==> src/rtl/keccak_slice_pkg.sv <==
// Shared types for the slice-serial permutation datapath.
package keccak_slice_pkg;

  localparam int N      = 25;
  localparam int SLICES = 64;
  localparam int CW     = 7;

  typedef logic [N-1:0] slice_t;

  typedef struct packed {
    slice_t     s;
    logic [5:0] z;
  } entry_t;

  typedef enum logic [1:0] {
    IDLE,
    ONE,
    TWO
  } skid_state_e;

  function automatic int idx(input int x, input int y);
    return 5 * y + x;
  endfunction

endpackage

==> src/rtl/chi_row.sv <==
// Chi on one 5-bit row: b[x] = a[x] ^ (~a[x+1] & a[x+2]).
module chi_row (
  input  logic [4:0] a,
  output logic [4:0] b
);

  always_comb begin
    b = '0;
    for (int x = 0; x < 5; x++) begin
      b[x] = a[x] ^ (~a[(x + 1) % 5] & a[(x + 2) % 5]);
    end
  end

endmodule

==> src/rtl/chi_stage.sv <==
// Streaming chi stage with two-entry skid buffer.
// Optional iota XOR on lane (0,0) when CHI_IOTA_EN is defined.
module chi_stage
  import keccak_slice_pkg::*;
(
  input  logic         clk,
  input  logic         rst,
  input  logic         in_valid,
  output logic         in_ready,
  input  logic [N-1:0] in_slice,
  input  logic [63:0]  rc,
  output logic         out_valid,
  input  logic         out_ready,
  output logic [N-1:0] out_slice,
  output logic [5:0]   out_idx,
  output logic         frame_done
);

  skid_state_e state_q, state_d;
  entry_t      head_q, head_d;
  entry_t      tail_q, tail_d;
  logic [5:0]  in_z_q, in_z_d;
  logic        in_ready_q;
  logic        out_valid_q;
  slice_t      chi_s;
  slice_t      new_s;
  logic        in_hs;
  logic        out_hs;

  for (genvar y = 0; y < 5; y++) begin : g_row
    chi_row u_row (
      .a (in_slice[idx(0, y) +: 5]),
      .b (chi_s[idx(0, y) +: 5])
    );
  end

`ifdef CHI_IOTA_EN
  assign new_s = chi_s ^ {{(N-1){1'b0}}, rc[in_z_q]};
`else
  logic unused_rc;
  assign unused_rc = ^rc;
  assign new_s     = chi_s;
`endif

  assign in_hs  = in_valid & in_ready_q;
  assign out_hs = out_valid_q & out_ready;

  always_comb begin
    state_d = state_q;
    head_d  = head_q;
    tail_d  = tail_q;
    in_z_d  = in_z_q;
    if (in_hs) begin
      in_z_d = (in_z_q == 6'd0) ? 6'd63 : in_z_q - 6'd1;
    end
    unique case (state_q)
      IDLE: begin
        if (in_hs) begin
          state_d = ONE;
          head_d  = '{s: new_s, z: in_z_q};
        end
      end
      ONE: begin
        unique case (1'b1)
          (in_hs & ~out_hs): begin
            state_d = TWO;
            tail_d  = '{s: new_s, z: in_z_q};
          end
          (out_hs & ~in_hs): begin
            state_d = IDLE;
          end
          (in_hs & out_hs): begin
            head_d = '{s: new_s, z: in_z_q};
          end
          default: ;
        endcase
      end
      TWO: begin
        if (out_hs) begin
          state_d = ONE;
          head_d  = tail_q;
        end
      end
      default: state_d = IDLE;
    endcase
  end

  always_ff @(posedge clk or negedge rst) begin
    if (!rst) begin
      state_q     <= IDLE;
      head_q      <= '0;
      tail_q      <= '0;
      in_z_q      <= 6'd63;
      in_ready_q  <= 1'b0;
      out_valid_q <= 1'b0;
    end else begin
      state_q     <= state_d;
      head_q      <= head_d;
      tail_q      <= tail_d;
      in_z_q      <= in_z_d;
      in_ready_q  <= (state_d != TWO);
      out_valid_q <= (state_d != IDLE);
    end
  end

  assign in_ready   = in_ready_q;
  assign out_valid  = out_valid_q;
  assign out_slice  = head_q.s;
  assign out_idx    = head_q.z;
  assign frame_done = out_hs & (head_q.z == 6'd0);

endmodule

==> config.mk <==
export PLATFORM = sky130hd
export DESIGN_NAME = chi_stage
export DESIGN_NICKNAME = d
export VERILOG_FILES = /design/src/rtl/keccak_slice_pkg.sv /design/src/rtl/chi_row.sv /design/src/rtl/chi_stage.sv
export SDC_FILE = /design/constraint.sdc
export NUM_CORES = 1
export LEC_CHECK = 0
export CORE_MARGIN = 5
export CORE_UTILIZATION = 55
export DETAILED_ROUTE_END_ITERATION = 6
export DONT_BUFFER_PORTS = 1
export GPL_TIMING_DRIVEN = 0
export PLACE_DENSITY = 0.79
export SYNTH_ARGS = -nofsm -noshare
export SYNTH_HDL_FRONTEND = slang
export SYNTH_SLANG_ARGS = --single-unit
==> constraint.sdc <==
create_clock -name clk -period 4.3 [get_ports clk]
set_input_delay 0.43 -clock clk [delete_from_list [all_inputs] [get_ports clk]]
set_output_delay 0.43 -clock clk [all_outputs]
set_load 0.05 [all_outputs]
# --- Yosys cells after proc, flatten, opt, wreduce, memory -nomap -nowiden ---
# Cells that the tools add are included.
word_totals:
  register_bits: 72
  in_bits: 93
  output_inout_bits: 34
  wordCells: 114
op_classes:
  add_sub_neg: 1
  eq_ne: 6
  mux: 9
  n_bitwise: 83
  n_reduce_logical: 7
ops:
  columns: ["operator", "count"]
  rows:
  - ["$mux 31", 3]
  - ["$pmux 31 s3", 1]
  - ["$and 1x1->1", 31]
  - ["$not 1->1", 27]
  - ["$xor 1x1->1", 25]
  - ["$logic_not 6->1", 2]
  - ["$ne 2x2->1 const B", 4]
  - ["$mux 6", 1]
  - ["$pmux 2 s3", 1]
  - ["$sub 6x1->6 const B", 1]
  - ["$mux 2", 2]
  - ["$pmux 2 s2", 1]
  - ["$reduce_and 4->1", 1]
  - ["$reduce_bool 3->1", 1]
  - ["$eq 2x1->1 const B", 1]
  - ["$eq 2x2->1 const B", 1]
  - ["$logic_not 2->1", 1]
  - ["$reduce_and 2->1", 1]
  - ["$reduce_bool 2->1", 1]

# --- Logic depth before layout (Yosys ltp) ---
depth:
  ltp_word: 6
  depth_mapped: 8

# --- Hierarchy ---
# From an unflattened synthesis, not the netlist that was laid out.
hier_totals:
  cells_unflattened: 277
  hier_area_um2: 3880.0
by_module_without_submodules:
  columns: ["mod", "n_inst", "cells_each", "area_each_um2", "seq_area_each_um2"]
  rows:
  - ["chi_stage", 1, 227, 3504.6, 1809.2]
  - ["chi_row", 5, 10, 75.1, 0.0]

# --- Worst setup path after synthesis ---
# No wires, ideal clock.
synth_path:
  path_kind: "register to output"
  start: "reg head_q (netlist bit out_idx[0])"
  end: "out frame_done"
  t_arrival_ns: 2.579
  t_required_ns: 3.870
  setup_slack_ns: 1.291
  stages_incl_launch_ff: 3
  cell_sequence: "dfrtp_1 > or4_1 > nor4_1"
synth_between:
  elab_chain_cells: 2
synth_rtl:
  columns: ["item", "line_no", "text"]
  rows:
  - ["start: declaration", "chi_stage.sv:20", "entry_t head_q, head_d;"]
  - ["start signal: assignment", "chi_stage.sv:91", "head_q <= '0;"]
  - ["start signal: assignment", "chi_stage.sv:98", "head_q <= head_d;"]
  - ["$logic_not 6->1", "chi_stage.sv:110", "assign frame_done = out_hs & (head_q.z == 6'd0);"]
  - ["$and 1x1->1", "chi_stage.sv:110", null]
  - ["end: declaration", "chi_stage.sv:16", "output logic frame_done"]
# No other way between the ends.

# --- Worst setup path in the final report ---
# Ends and elaborated chain as after synthesis.

==> results.sh <==
export IMPL_clockBufferDepth=2
export IMPL_worst_slew_pin_slew_ns=1.17
export IMPL_dr_pass1_iters=4
export IMPL_hpwl_um=4960
export IMPL_cp_max_fo=3
export IMPL_relSlewSlack_pct=21.2
export IMPL_via_count=2363
export IMPL_utilization_pct=61.6
export IMPL_grt_max_degree=73
export IMPL_portBuffers=0
export IMPL_grt_overflow=0
export IMPL_max_freq_mhz=351
export IMPL_yosysSeqAreaShare_pct=51.7
export IMPL_grt_setup_unrepaired="false"
export IMPL_setup_tns_final_ns=0
export IMPL_synth_edf_count=0
export IMPL_outcome="complete, no violations"
export IMPL_yosysTopAreaCellShare_pct=47.2
export IMPL_cts_root_buffer="clkbuf_8"
export IMPL_start_util_pct=55.7
export IMPL_yosysTopAreaCell="dfrtp_1"
export IMPL_cts_tree="built"
export IMPL_syn2layout_area_growth_pct=10.5
export IMPL_grtUsageTotal_pct=18.5
export IMPL_placed_cell_area_um2=3600
export IMPL_syn_nets=426
export IMPL_drv_cap=0
export IMPL_layout_common_cells="dfrtp_1, a21oi_1, nor2_1"
export IMPL_ys_flop_type="dfrtp_1"
export IMPL_ys_types=32
export IMPL_post_cts_buffers=0
export IMPL_synth_area_top_cells="dfrtp_1, xnor2_1, mux2_2"
export IMPL_numClockSinks=72
export IMPL_setup_slack_ns=1.45
export IMPL_mostFrequentLayoutCell="dfrtp_1"
export IMPL_row_count=29
export IMPL_yosysWarnings=0
export IMPL_p_leak_nw=1.71
export IMPL_clk_pin_slew_worst_paths_ns=0.08
export IMPL_dieArea_um2=8060
export IMPL_grt_pass1_vias=2466
export IMPL_crit_type="reg -> out"
export IMPL_hold_viol=0
export IMPL_synth_seq_cells=72
export IMPL_gp_congestion=0.764
export IMPL_nets=439
export IMPL_hp_class="in -> reg"
export IMPL_drive_gt1_share_pct=15.0
export IMPL_drt_initial_drc_count=195
export IMPL_setup_viol=0
export IMPL_slew_viol_final=0
export IMPL_synthArstFlopShare_pct=100
export IMPL_fin_skew_ns=0.0132
export IMPL_drt_wirelength_per_cell_um=16.4
export IMPL_htreeDepth=3
export IMPL_numCtsBuffers=9
export IMPL_crit_path_start_kind="register"
export IMPL_arrival_ns=2.42
export IMPL_drc_errors=0
export IMPL_num_antenna_cells=0
export IMPL_antenna_found_initial=0
export IMPL_ir_drop_v=0.000463
export IMPL_avgSynthCellArea_um2=10.6
export IMPL_clkLatencyLatePin_ns=0.34
export IMPL_p_per_area_nw_per_um2=872
export IMPL_fin_crit_sh_pct=66.3
export IMPL_routed_wl_um=6940
export IMPL_vias_per_cell=5.57
export IMPL_ios=127
export IMPL_finalCriticalPeriod_ns=2.85
export IMPL_fin_area_um2=3870
export IMPL_die_w_um=89.8
export IMPL_end_kind="output port"
export IMPL_fillers=515
export IMPL_ant_nets=0
export IMPL_grt_pass1_wl_um=12300
export IMPL_synth_area_um2=3500
export IMPL_die_h_um=89.8
export IMPL_place_ws_ns=1.82
export IMPL_postSynthCellCount=329
export IMPL_core_area_um2=6280
export IMPL_critPathRequiredTime_ns=3.87
[cells by family (layout without fill, tap and decap cells)]
| kind of cell | after synthesis | in the layout | synth area share [%] |
|---|---|---|---|
| AOI/OAI and AO/OA | 67 | 67 | 10.6 |
| xor gates and xnor gates | 25 | 25 | 6.26 |
| muxes | 43 | 43 | 13.3 |
| buffers and inverters | 21 | 39 | 3.25 |
| and+or+nand+nor | 97 | 97 | 13.4 |
| adders and majority gates | 4 | 4 | 1.43 |
| DFF | 72 | 72 | 51.7 |
[where the power goes]
part	internal (mW)	total, mW	switching, mW
Clock	0.344	0.599	0.255
Sequential	1.03	1.82	0.787
Combinational	0.451	0.957	0.507
Total	1.82	3.37	1.55
[critical path, cell delays in order, from the launching register on]
cell and delay [ns]:
dfrtp_1 0.58, or4_1 0.61, nor4_2 0.89
[final cells by class]
class	count	area [um2]	area share, %
clock inverter	6	90.1	2.33
sequential	72	1810	46.8
clock buffer	10	138	3.56
timing repair buffer	2	37.5	0.971
multi-input combinational	236	1580	40.9
tap	77	96.3	2.49
inverter	5	18.8	0.485
buffer	16	95.1	2.46
[synth_stat cells, drive strengths merged (2+ instances only)]
| cell | instances |
|---|---|
| mux2 | 29 |
| nor2b | 17 |
| xnor2 | 25 |
| dfrtp | 66 |
| clkbuf | 7 |
| buf | 9 |
| inv | 5 |
| nor3 | 2 |
| nand2 | 24 |
| dfstp | 6 |
| a21oi | 37 |
| nand3b | 3 |
| mux2i | 14 |
| ha | 4 |
| o21ai | 22 |
| nand2b | 11 |
| nor2 | 36 |
[per-layer routing]
layer  up-vias  GRT usage, %  part of all wire, %
li1       1148             -                    -
met1      1155          24.2                   43
met2        51          29.7                   50
met3         9          4.17                  4.8
met4         0          7.68                  1.5
met5         -             0                    0
[stage by stage]
| step | hold WS [ns] | total power [mW] | std cells |
|---|---|---|---|
| finish | 0.319 | 3.37 | 424 |
| global route | 0.314 | 3.60 | 424 |
| CTS | 0.305 | 3.41 | 424 |
| detailed placement | 0.137 | 2.78 | 406 |
| global placement | 0.138 | 2.73 | 406 |
| floorplan | 0.134 | 2.52 | 329 |
[sequential cells by signal, summed over array words and instances, names as in the netlist]
| signal | cells |
|---|---|
| in_ready | 1 |
| in_z_q | 6 |
| out_idx | 6 |
| out_slice | 25 |
| out_valid | 1 |
| state_q | 2 |
| tail_q | 31 |
[repair_timing]
| item | in CTS | in global routing |
|---|---|---|
| resized for setup | 0 | 0 |
| hold endpoints to repair | 72 | 0 |
| hold buffers | 2 | 0 |
[worst paths after layout]
check                       startpoint       endpoint  slack (ns)  depth (start not counted)
max                         out_idx[0]     frame_done        1.45                          2
min                        in_slice[6]     tail_q[12]        0.32                          2
max reg2reg                  out_valid      tail_q[4]        1.98                          5
min reg2reg                  tail_q[6]      tail_q[6]        0.49                          2
max in group asynchronous          rst      in_z_q[1]        3.33                          2
min in group asynchronous          rst  out_slice[24]        0.61                          2
Power figures use the tool's default switching activity.
